**src/rtl/fetch_unit.sv**
```systemverilog
// fetch_unit
// Instruction-fetch controller for the 32-bit ARM pipeline. It drives the
// PC register (pc_in / pc_freeze) from the current pc. It runs a req/ack
// handshake to a variable-latency instruction memory and owns the IF/ID
// pipeline register, which stalls on hazard and flushes on a taken branch.
//
// Ports
//   clk, rst      rising-edge clock, synchronous active-high reset
//   pc            current PC from the PC register
//   branch_taken  taken branch resolved downstream (flush + redirect)
//   branch_addr   branch target, valid with branch_taken
//   hazard        ID-stage stall, holds IF/ID
//   imem_rdata    instruction word, valid with imem_ack
//   imem_ack      memory completes the outstanding request this cycle
//   pc_in         next PC to the PC register
//   pc_freeze     1 = PC register holds its value
//   imem_req      request to instruction memory
//   imem_addr     request address
//   if_id_pc      registered fetched address + 4
//   if_id_instr   registered instruction
//   if_id_valid   IF/ID holds a live instruction
module fetch_unit #(
   parameter int WORD_WIDTH = 32
) (
   input  logic                  clk,
   input  logic                  rst,
   input  logic [WORD_WIDTH-1:0] pc,
   input  logic                  branch_taken,
   input  logic [WORD_WIDTH-1:0] branch_addr,
   input  logic                  hazard,
   input  logic [WORD_WIDTH-1:0] imem_rdata,
   input  logic                  imem_ack,
   output logic [WORD_WIDTH-1:0] pc_in,
   output logic                  pc_freeze,
   output logic                  imem_req,
   output logic [WORD_WIDTH-1:0] imem_addr,
   output logic [WORD_WIDTH-1:0] if_id_pc,
   output logic [WORD_WIDTH-1:0] if_id_instr,
   output logic                  if_id_valid
);

   typedef enum logic [1:0] {
      FETCH = 2'd0,
      HOLD  = 2'd1,
      DROP  = 2'd2
   } state_t;

   state_t                state;
   state_t                state_next;
   logic [WORD_WIDTH-1:0] hold_instr;
   logic [WORD_WIDTH-1:0] hold_pc;
   logic [WORD_WIDTH-1:0] drop_addr;
   logic                  update;
   logic                  load_fetch;
   logic                  load_hold;
   logic                  capture;
   logic                  enter_drop;

   // State register.
   always_ff @(posedge clk) begin
      if (rst) begin
         state <= FETCH;
      end else begin
         state <= state_next;
      end
   end

   // Next-state and output decode. A taken branch always wins over an ack
   // or a hazard. Leaving FETCH on a branch without an ack orphans the
   // request: DROP keeps presenting the old address until the memory
   // answers, so the handshake stays consistent.
   always_comb begin
      state_next = state;
      imem_req   = 1'b0;
      imem_addr  = pc;
      update     = 1'b0;
      load_fetch = 1'b0;
      load_hold  = 1'b0;
      capture    = 1'b0;
      enter_drop = 1'b0;
      case (state)
         FETCH: begin
            imem_req = 1'b1;
            if (branch_taken) begin
               update = 1'b1;
               if (!imem_ack) begin
                  state_next = DROP;
                  enter_drop = 1'b1;
               end
            end else if (imem_ack && !hazard) begin
               update     = 1'b1;
               load_fetch = 1'b1;
            end else if (imem_ack) begin
               state_next = HOLD;
               capture    = 1'b1;
            end
         end
         HOLD: begin
            if (branch_taken) begin
               update     = 1'b1;
               state_next = FETCH;
            end else if (!hazard) begin
               update     = 1'b1;
               load_hold  = 1'b1;
               state_next = FETCH;
            end
         end
         DROP: begin
            imem_req  = 1'b1;
            imem_addr = drop_addr;
            if (branch_taken) begin
               update = 1'b1;
            end
            if (imem_ack) begin
               state_next = FETCH;
            end
         end
         default: begin
            state_next = FETCH;
         end
      endcase
      if (rst) begin
         imem_req = 1'b0;
      end
      pc_freeze = rst | ~update;
      pc_in     = branch_taken ? branch_addr : pc + WORD_WIDTH'(4);
   end

   // Hold buffer, orphaned-request address and IF/ID register.
   always_ff @(posedge clk) begin
      if (rst) begin
         hold_instr  <= '0;
         hold_pc     <= '0;
         drop_addr   <= '0;
         if_id_valid <= 1'b0;
         if_id_instr <= '0;
         if_id_pc    <= '0;
      end else begin
         if (capture) begin
            hold_instr <= imem_rdata;
            hold_pc    <= pc;
         end
         if (enter_drop) begin
            drop_addr <= pc;
         end
         if (branch_taken) begin
            if_id_valid <= 1'b0;
            if_id_instr <= '0;
            if_id_pc    <= '0;
         end else if (hazard) begin
            if_id_valid <= if_id_valid;
         end else if (load_fetch) begin
            if_id_valid <= 1'b1;
            if_id_instr <= imem_rdata;
            if_id_pc    <= pc + WORD_WIDTH'(4);
         end else if (load_hold) begin
            if_id_valid <= 1'b1;
            if_id_instr <= hold_instr;
            if_id_pc    <= hold_pc + WORD_WIDTH'(4);
         end else begin
            // Nothing delivered this cycle: insert a bubble.
            if_id_valid <= 1'b0;
         end
      end
   end

endmodule

```
**config.mk**
```make
export PLATFORM = sky130hd
export DESIGN_NAME = fetch_unit
export DESIGN_NICKNAME = d
export VERILOG_FILES = /design/src/rtl/fetch_unit.sv
export SDC_FILE = /design/constraint.sdc
export NUM_CORES = 1
export LEC_CHECK = 0
export ABC_CLOCK_PERIOD_IN_PS = 2690
export BUFFER_PORTS_ARGS = -buffer_cell sky130_fd_sc_hd__buf_2
export CAP_MARGIN = 10
export CORE_MARGIN = 1
export CORE_UTILIZATION = 52
export CTS_CLUSTER_DIAMETER = 40
export DETAILED_ROUTE_END_ITERATION = 8
export PLACE_DENSITY = 0.89
export SLEW_MARGIN = 0
export SYNTH_ARGS = -nofsm -noshare
export SYNTH_HDL_FRONTEND = slang
export SYNTH_SLANG_ARGS = --single-unit
```
**constraint.sdc**
```tcl
create_clock -name clk -period 2.69 [get_ports clk]
set_input_delay 0.4035 -clock clk [delete_from_list [all_inputs] [get_ports clk]]
set_output_delay 0.4035 -clock clk [all_outputs]
set_load 0.1 [all_outputs]
```
==> key figures, run 1 <==
Run status
  – Status: finished, final reports clean

Synth
  – Most common library cells after synthesis: nand2_1 (301), dfxtp_1 (163), a21oi_1 (107)
  – Post-Syn Instances: 1026
  – Post-synth top area share: 40.59%
  – Post-Syn Area: 0.008039 mm²
  – Top cells by area, synth: dfxtp_1 (41%), nand2_1 (14%), mux2_2 (8.5%), a21oi_1 (6.7%), xnor2_1 (4.2%)
  – Most frequent cell after synthesis: nand2_1
  – Yosys reg bits: 163
  – Synth Area per Inst: 7.835 µm²
  – Ys flop type: dfxtp_1
  – Leading area contributor after synthesis: dfxtp_1
  – Sequential fraction of the synthesis area: 40.59%
  – Yosys Warn Count: 0
  – Syn nets: 1129
  – Synth unique cells: 43
  – EDFF count, synth: 0
  – Asr flop ratio synth: 0%

Timing
  – Final period utilization: 95.32%
  – RSZ-0062 raised after global routing: false
  – Worst Tran Pin Value: 0.5959 ns
  – Final Hold Fails: 0
  – Fin Setup TNS: 0 ns
  – Setup slack after layout: 0.1259 ns
  – Hold WS: 0.2210 ns
  – Slew Viols, Final: 0
  – Slew HR: 60.28%
  – Max Clock Skew: 0.005553 ns
  – Min cycle time layout: 2.564 ns
  – FMAX: 390.0 MHz
  – Setup violators final: 0

GRT
  – First-pass GRT wire length: 39.41 mm
  – Largest net degree at the start of global routing: 46
  – Initial antenna violation count: 1
  – Gr usage total: 31.33%
  – GR Overflow Total: 0
  – Vias in the first global route: 7935

Clock network
  – Clk pin slew, worst setup/hold paths: 0.07 ns
  – # clock sinks: 163
  – Htree depth: 4
  – CTS tree: done
  – Cts repair resizes: 0
  – CTS max path bufs: 2
  – Inserted Clock Buffers: 17
  – CTS root buf: clkbuf_16
  – Clk_lat worst skew: 0.43 ns

Power
  – Gate power share: 24.2%
  – Clk pwr share: 38.1%
  – Power density cells: 644.6 mW/mm²
  – Psw: 2.347 mW
  – Seq pwr share: 37.8%
  – Sw Ratio: 34.81%
  – P_leak: 4.296 nW
  – Pwr Total: 6.743 mW
  – Worst vdd ir: 0.0004871 V
  – Int Pwr: 4.396 mW

Worst setup path
  – CP max FO: 9
  – R2R Path Start: hold_pc[2]
  – CP required: 2.29 ns
  – Worst Path Arrival: 2.16 ns
  – Worst reg2reg path depth: 7
  – Crit path kind: in -> out
  – Startpoint Class: input pin
  – R2R Path End: if_id_pc[30]
  – Worst setup EP type: output port
  – FF-to-FF setup slack: 0.40 ns

Cells and area
  – Post-route cell area: 0.01046 mm²
  – Fill cell count: 1162
  – Area Growth Syn to Fin: 30.12%
  – Final net count: 1336
  – Seq. cell area: 0.003263 mm²
  – Area of the multi-input gates: 0.004503 mm²
  – Share of cells above drive strength 1: 30.98%

Routing
  – First drt pass iteration count: 7
  – Antenna Nets Post-Route: 0
  – Vias: 8288
  – DRC viols: 0
  – DRT Wirelength: 24.72 mm
  – Vias per inst: 5.776
  – WL per Instance: 17.23 µm
  – Number of DRC markers in iteration 0: 650

Floorplanning
  – Die height: 126.3 µm
  – I/O Pins: 232
  – Starting density of the core: 53.08%
  – Row cnt: 45
  – Full die area: 0.01596 mm²
  – CORE AREA: 0.01515 mm²
  – Die width: 126.3 µm

Placement
  – GPL Wtd Cong: 0.8929
  – Worst setup slack after placement: 0.07911 ns
  – HPWL Detailed: 17.19 mm
  – PortBufs: 231
  – Post-DP Area: 0.009836 mm²

Worst hold path
  – Worst min-delay path category: in -> reg
  – Min-delay src: imem_rdata[15]
  – WHS Path Cells: 3
  – Hold Path End: hold_instr[15]

Run
  – Max cap viols: 0
-- final cells by class --
class / count / share of cell area [%]
multi-input combinational: 779 / 43.05
inverter: 4 / 0.1435
clock buffer: 17 / 4.067
clock inverter: 15 / 1.878
timing repair buffer: 268 / 17.39
tap: 188 / 2.249
sequential: 163 / 31.20
antenna: 1 / 0.02392
-- sequential cells by signal, summed over array words and instances, names as in the netlist --
signal and count:
drop_addr 32, state 2, if_id_instr 32, hold_instr 32, if_id_pc 32, hold_pc 32
if_id_valid 1
-- layer usage --
layer / GRT usage (%) / routed length (µm)
met3: 6.369 / 1663
met2: 52.03 / 11880
met5: 0 / 0
met1: 37.68 / 10200
met4: 18.50 / 974
-- through the flow --
stage	utilization [%]	cells
after floorplan	-	1026
after global placement	64.94	1402
after detailed placement	64.94	1402
after CTS	69.05	1434
after global routing	69.06	1435
final	69.06	1435
-- power groups by stage --
stage | sequential [mW] | clock (mW) | combinational, mW
floorplan | 2.77 | 0 | 1.00
global placement | 2.59 | 0 | 1.60
detailed placement | 2.60 | 0 | 1.62
CTS | 2.54 | 2.59 | 1.62
global route | 2.55 | 2.71 | 1.70
finish | 2.55 | 2.57 | 1.63
-- how the worst max path moves through the flow --
stage / from / endpoint / slack [ns] / cells past startpoint
2_1_floorplan: branch_taken / pc_in[2] / 0.03 / 3
3_3_place_gp: pc[3] / pc_in[26] / 0.13 / 9
3_5_place_dp: pc[3] / pc_in[26] / 0.08 / 9
4_1_cts: pc[3] / pc_in[26] / 0.07 / 9
5_1_grt: pc[6] / pc_in[29] / 0.01 / 8
6_report: pc[6] / pc_in[29] / 0.13 / 8
-- kinds of logic after synthesis --
kind of cell / after synthesis / synth area share, %
AO/OA/AOI/OAI: 215 / 14.60
XOR/XNOR: 54 / 5.883
adder cells (fa/ha/maj): 2 / 0.3112
buffers and inverters: 84 / 4.187
flip-flops: 163 / 40.59
multiplexers: 77 / 10.55
AND/OR/NAND/NOR: 431 / 23.88
-- repair_timing --
| item | in CTS | in global routing |
|---|---|---|
| setup buffers | 0 | 0 |
| endpoints found under the setup margin | 0 | 6 |
| hold buffers | 0 | 0 |
-- cells in the final DEF, fill, tap and decap left out, drive strengths merged, types with 2 or more instances in the layout --
master,n
a211oi,4
a21oi,107
a31oi,36
and3,7
and4,3
buf,268
bufinv,3
clkbuf,17
clkinv,3
clkinvlp,2
dfxtp,163
ha,2
inv,11
mux2,62
mux2i,15
nand2,302
nand2b,4
nand3,44
nand4,19
nand4b,2
nor2,32
nor3,7
nor4,6
o211ai,6
o21ai,59
or2,2
xnor2,39
xor2,15
-- critical path, cell delays in order --
cell and delay (ns):
buf_2 0.18, nand4_4 0.19, nor4_4 0.38, buf_12 0.17
nand3_1 0.09, xnor2_1 0.31, mux2_2 0.25, buf_12 0.17
Note: power is estimated with default switching activity, not from simulation.
==> run 2: changes to the inputs <==
--- a/config.mk
+++ b/config.mk
@@ -5,14 +5,15 @@
 export SDC_FILE = /design/constraint.sdc
 export NUM_CORES = 1
 export LEC_CHECK = 0
+export ABC_AREA = 1
 export ABC_CLOCK_PERIOD_IN_PS = 2690
 export BUFFER_PORTS_ARGS = -buffer_cell sky130_fd_sc_hd__buf_2
 export CAP_MARGIN = 10
 export CORE_MARGIN = 1
-export CORE_UTILIZATION = 52
+export CORE_UTILIZATION = 53
 export CTS_CLUSTER_DIAMETER = 40
 export DETAILED_ROUTE_END_ITERATION = 8
-export PLACE_DENSITY = 0.89
+export PLACE_DENSITY = 0.9
 export SLEW_MARGIN = 0
 export SYNTH_ARGS = -nofsm -noshare
 export SYNTH_HDL_FRONTEND = slang
==> key figures, run 2 <==
Timing
  – Slew HR: 53.39%
  – Slew Viols, Final: 0
  – FMAX: 388.6 MHz
  – Worst Tran Pin Value: 0.6983 ns
  – Final period utilization: 95.67%
  – Max Clock Skew: 0.008422 ns
  – Setup violators final: 0
  – Final Hold Fails: 0
  – Min cycle time layout: 2.573 ns

Worst setup path
  – Critical path's top delay family: buffers and inverters
  – CP required: 2.29 ns
  – Worst path bufs/invs: 3
  – Critical-path cell list: inv_1, nor2_4, buf_4, nand2_1, o21ai_1, buf_2
  – Worst setup EP type: output port
  – Critical path's largest stage delay: 0.44 ns
  – CP max FO: 11
  – Crit path kind: reg -> out
  – Worst Path Arrival: 2.17 ns
  – Startpoint Class: flip-flop
  – Slowest CP cell: buf_2

Synth
  – EDFF count, synth: 0
  – Yosys Warn Count: 0
  – Post-Syn Instances: 1317
  – Post-synth top area share: 38.17%
  – Most frequent cell after synthesis: nand2_1
  – Post-Syn Area: 0.008549 mm²
  – Leading area contributor after synthesis: dfxtp_1
  – Ys flop type: dfxtp_1
  – Asr flop ratio synth: 0%
  – Most common library cells after synthesis: nand2_1 (320), nor2_1 (198), o21ai_0 (171)
  – Top cells by area, synth: dfxtp_1 (38%), nand2_1 (14%), o21ai_0 (10%), nor2_1 (8.7%), a21oi_1 (6.4%)
  – Synth Area per Inst: 6.492 µm²
  – Yosys reg bits: 163
  – Syn nets: 1420
  – Synth unique cells: 30
  – Sequential fraction of the synthesis area: 38.17%

Clock network
  – Hold Buf Count CTS: 0
  – CTS root buf: clkbuf_16
  – # clock sinks: 163
  – Htree depth: 4
  – Inserted Clock Buffers: 17
  – Clk_lat worst skew: 0.43 ns
  – CTS max path bufs: 2
  – CTS tree: done
  – Clk pin slew, worst setup/hold paths: 0.06 ns

Placement
  – PortBufs: 231
  – Post-DP Area: 0.01022 mm²
  – HPWL Detailed: 21.86 mm
  – GPL Wtd Cong: 0.9486

Cells and area
  – Seq. cell area: 0.003263 mm²
  – Area Growth Syn to Fin: 27.12%
  – Area of the multi-input gates: 0.004690 mm²
  – Most common cell after layout, fill and taps aside: nand2_1
  – Post-route cell area: 0.01087 mm²
  – Final net count: 1619
  – Share of cells above drive strength 1: 22.83%
  – Final core utilization: 68.66%
  – Fill cell count: 1361
  – Most frequent cells in the layout: nand2_1 (320), buf_2 (198), nor2_1 (196)

GRT
  – Vias in the first global route: 8704
  – Largest net degree at the start of global routing: 97
  – First-pass GRT wire length: 46.06 mm
  – Initial antenna violation count: 0
  – GR Overflow Total: 0
  – Gr usage total: 35.89%

Routing
  – First drt pass iteration count: 9
  – Vias per inst: 5.710
  – Vias: 9970
  – Met1 WL: 12.31 mm
  – DRT Wirelength: 30.12 mm
  – Number of DRC markers in iteration 0: 1216
  – WL per Instance: 17.25 µm
  – Metal3 WL: 3.069 mm
  – DRC viols: 0
  – Met2 wire len: 13.68 mm
  – Antenna Nets Post-Route: 0
  – Highest routed layer: met4

Floorplanning
  – CORE AREA: 0.01583 mm²
  – Starting density of the core: 54.02%
  – Row cnt: 46
  – Die height: 129.0 µm
  – Die width: 129.0 µm
  – Full die area: 0.01664 mm²
  – I/O Pins: 232

Run status
  – Status: finished, final reports clean

Power
  – Worst vdd ir: 0.0004953 V
  – Power density cells: 631.1 mW/mm²
  – P_leak: 4.785 nW

Run
  – Max cap viols: 0

Worst hold path
  – Worst min-delay path category: in -> reg
[run 2: changes by cell type after synthesis, moves of 19 or more]
cell     delta
nor2_1    +166
o21ai_0   +125
inv_1      +86
mux2_2     -61
nand3_1    +49
xnor2_1    -39
a21oi_2    +29
a31oi_1    -23
nand2_1    +19
[run 2: timing repair]
action / in CTS / in global routing
buffers inserted: 0 / 0
endpoints found under the setup margin: 4 / 19
gates resized for setup: 0 / 14
pin swaps: 1 / 1
cloned: 1 / 0
[run 2: cell families after synthesis]
| family | Yosys count | synth area share [%] |
|---|---|---|
| xor+xnor | 19 | 1.946 |
| simple gates | 631 | 30.07 |
| flops | 163 | 38.17 |
| compound gates | 333 | 21.26 |
| buf+inv | 169 | 8.254 |
| fa+ha+maj | 2 | 0.2927 |
[run 2: cell type report]
| cell class | count | share of cell area [%] |
|---|---|---|
| clock buffer | 18 | 4.041 |
| clock inverter | 14 | 1.554 |
| multi-input combinational | 986 | 43.15 |
| inverter | 96 | 3.339 |
| tap | 216 | 2.487 |
| antenna | 1 | 0.02303 |
| sequential | 163 | 30.03 |
| timing repair buffer | 252 | 15.38 |
[run 2: routing by layer]
metal	vias to the layer above	global-route usage (%)
met5	-	0
met1	4575	49.38
met3	93	6.317
met2	606	56.34
met4	0	13.29
li1	4696	-
[run 2: worst paths after layout]
check | startpoint | endpoint | depth (start not counted) | slack [ns]
worst max-delay path | state[1] | imem_addr[0] | 6 | 0.12
worst min-delay path | rst | state[0] | 2 | 0.23
worst max register to register | state[0] | if_id_pc[26] | 8 | 0.62
worst min register to register | if_id_valid | if_id_valid | 2 | 0.46
[run 2: stage by stage]
stage               instances  worst slack [ns]  power (mW)   TNS, ns  hold slack [ns]
floorplan                1317           -0.5561       3.901    -6.146           0.4553
global placement         1712            0.3363       4.344         0           0.4426
detailed placement       1712            0.2693       4.365         0           0.4479
CTS                      1745           0.02757       6.841         0           0.2142
global route             1745          -0.01006       7.054  -0.01006           0.2251
finish                   1746            0.1165       6.859         0           0.2254
[run 2: power breakdown]
group	total, mW	leakage [nW]	switching [mW]	internal [mW]
Clock	2.51	0.298	1.09	1.42
Sequential	2.61	1.33	0.0796	2.53
Combinational	1.74	3.16	1.35	0.390
Total	6.86	4.79	2.52	4.34
==> run 3: changes to the inputs <==
--- a/config.mk
+++ b/config.mk
@@ -14,6 +14,7 @@
 export CTS_CLUSTER_DIAMETER = 40
 export DETAILED_ROUTE_END_ITERATION = 8
 export PLACE_DENSITY = 0.9
+export RECOVER_POWER = 25
 export SLEW_MARGIN = 0
 export SYNTH_ARGS = -nofsm -noshare
 export SYNTH_HDL_FRONTEND = slang
==> key figures, run 3 (synthesized netlist as in run 2, its figures left out) <==
Power
  – Gate power share: 25.3%
  – Int Pwr: 4.333 mW
  – Psw: 2.522 mW
  – Sw Ratio: 36.79%
  – Seq pwr share: 38.1%
  – Worst vdd ir: 0.0004957 V
  – Clk pwr share: 36.7%
  – Pwr Total: 6.855 mW
  – P_leak: 4.534 nW
  – Power density cells: 635.5 mW/mm²

Run status
  – Status: finished, final reports clean

Worst hold path
  – Worst min-delay path category: in -> reg
  – Min-delay src: rst

Clock network
  – Hold Buf Count CTS: 0
  – Clk_lat worst skew: 0.43 ns
  – Buffer count from post-CTS setup fixing: 0
  – CTS root buf: clkbuf_16
  – Clk pin slew, worst setup/hold paths: 0.06 ns
  – Inserted Clock Buffers: 17
  – CTS tree: done
  – # clock sinks: 163
  – CTS max path bufs: 2
  – Htree depth: 4

GRT
  – First-pass GRT wire length: 46.06 mm
  – Largest net degree at the start of global routing: 97
  – Initial antenna violation count: 0
  – Gr usage total: 35.89%
  – Vias in the first global route: 8704
  – GR Overflow Total: 0

Placement
  – HPWL Detailed: 21.86 mm
  – Post-DP Area: 0.01022 mm²
  – PortBufs: 231
  – Total placed cells including tap cells: 1712
  – GPL Wtd Cong: 0.9486

Timing
  – Worst Tran Pin Value: 1.254 ns
  – Final Hold Fails: 0
  – Setup violators final: 0
  – Min cycle time layout: 2.587 ns
  – Max Clock Skew: 0.008867 ns
  – Slew Viols, Final: 0
  – Final period utilization: 96.17%
  – FMAX: 386.6 MHz
  – Slew HR: 16.77%
  – Hold WS: 0.2233 ns
  – Fin Setup TNS: 0 ns

Worst setup path
  – Critical-path cell list: inv_1, nor2_4, buf_12, nand2_1, o21ai_1, buf_2
  – Critical path's largest stage delay: 0.45 ns
  – Worst Path Arrival: 2.18 ns
  – Startpoint Class: flip-flop
  – R2R Path Start: state[0]
  – Slowest CP cell: buf_2
  – CP max FO: 19
  – Worst setup EP type: output port
  – Crit path from: state[1]
  – Crit path kind: reg -> out
  – CP required: 2.29 ns

Routing
  – Metal3 WL: 3.127 mm
  – Antenna Nets Post-Route: 0
  – Met1 WL: 12.40 mm
  – DRT Wirelength: 30.19 mm
  – Met2 wire len: 13.62 mm
  – First drt pass iteration count: 6
  – WL per Instance: 17.29 µm
  – Vias per inst: 5.686
  – Vias: 9927
  – Highest routed layer: met4
  – DRC viols: 0
  – Number of DRC markers in iteration 0: 1222

Floorplanning
  – Row cnt: 46
  – I/O Pins: 232
  – Starting density of the core: 54.02%
  – CORE AREA: 0.01583 mm²
  – Die height: 129.0 µm
  – Full die area: 0.01664 mm²
  – Die width: 129.0 µm

Cells and area
  – Area of the multi-input gates: 0.004690 mm²
  – Post-route cell area: 0.01079 mm²
  – Most frequent cells in the layout: nand2_1 (320), nor2_1 (196), dfxtp_1 (163)
  – Seq. cell area: 0.003263 mm²
  – Area Growth Syn to Fin: 26.18%
  – Fill cell count: 1401
  – Final net count: 1619
  – Share of cells above drive strength 1: 18.84%
  – Final Instance Count excl. Fillers: 1746
  – Most common cell after layout, fill and taps aside: nand2_1

Run
  – Max cap viols: 0
-- run 3: changes by cell type in the layout (fill, tap and decap cells not counted) --
cell	delta
clkbuf_2	+1
inv_1	+1
inv_2	-1
clkbuf_1	+60
buf_4	-2
buf_2	-59
-- run 3: layout make-up --
| class | count | area share [%] |
|---|---|---|
| clock buffers | 18 | 4.071 |
| multi-input cells | 986 | 43.47 |
| diodes | 1 | 0.02320 |
| inverters | 96 | 3.364 |
| flip-flops and latches | 163 | 30.25 |
| repair buffers | 252 | 14.75 |
| well taps | 216 | 2.505 |
| clock inverters | 14 | 1.566 |
-- run 3: worst max-delay path, delay by kind of cell (launching register included) --
kind / cells / cell delay [ns]
AOI/OAI and AO/OA: 1 / 0.07
DFF: 1 / 0.44
buffers and inverters: 3 / 0.84
and+or+nand+nor: 2 / 0.38
-- run 3: repair_timing --
item / 4_1_cts / 5_1_grt
resized for setup: 0 / 14
gates cloned: 1 / 0
pin swaps: 1 / 1
setup endpoints to repair: 4 / 19
-- run 3: worst paths after layout --
| check | end | slack [ns] | cells past startpoint |
|---|---|---|---|
| worst max-delay path | imem_addr[28] | 0.10 | 6 |
| worst min-delay path | state[0] | 0.22 | 2 |
| worst min register to register | if_id_valid | 0.46 | 2 |
| worst max register to register | hold_pc[22] | 0.52 | 6 |
-- run 3: metal layers --
layer | global-route usage, % | up-vias
li1 | - | 4687
met1 | 49.38 | 4589
met2 | 56.34 | 565
met4 | 13.29 | 0
met5 | 0 | -
met3 | 6.317 | 86
-- run 3: metrics by stage --
step	worst slack (ns)	util [%]
3_5_place_dp	0.2693	64.55
3_3_place_gp	0.3363	64.55
6_report	0.1031	68.16
4_1_cts	0.02757	68.43
5_1_grt	-0.01006	68.14
2_1_floorplan	-0.5561	-
-- run 3: power by group through the flow --
| stage | combinational (mW) | clock [mW] | sequential, mW |
|---|---|---|---|
| CTS | 1.72 | 2.52 | 2.60 |
| floorplan | 1.04 | 0 | 2.86 |
| global placement | 1.69 | 0 | 2.65 |
| detailed placement | 1.71 | 0 | 2.66 |
| global route | 1.81 | 2.61 | 2.62 |
| finish | 1.73 | 2.51 | 2.61 |
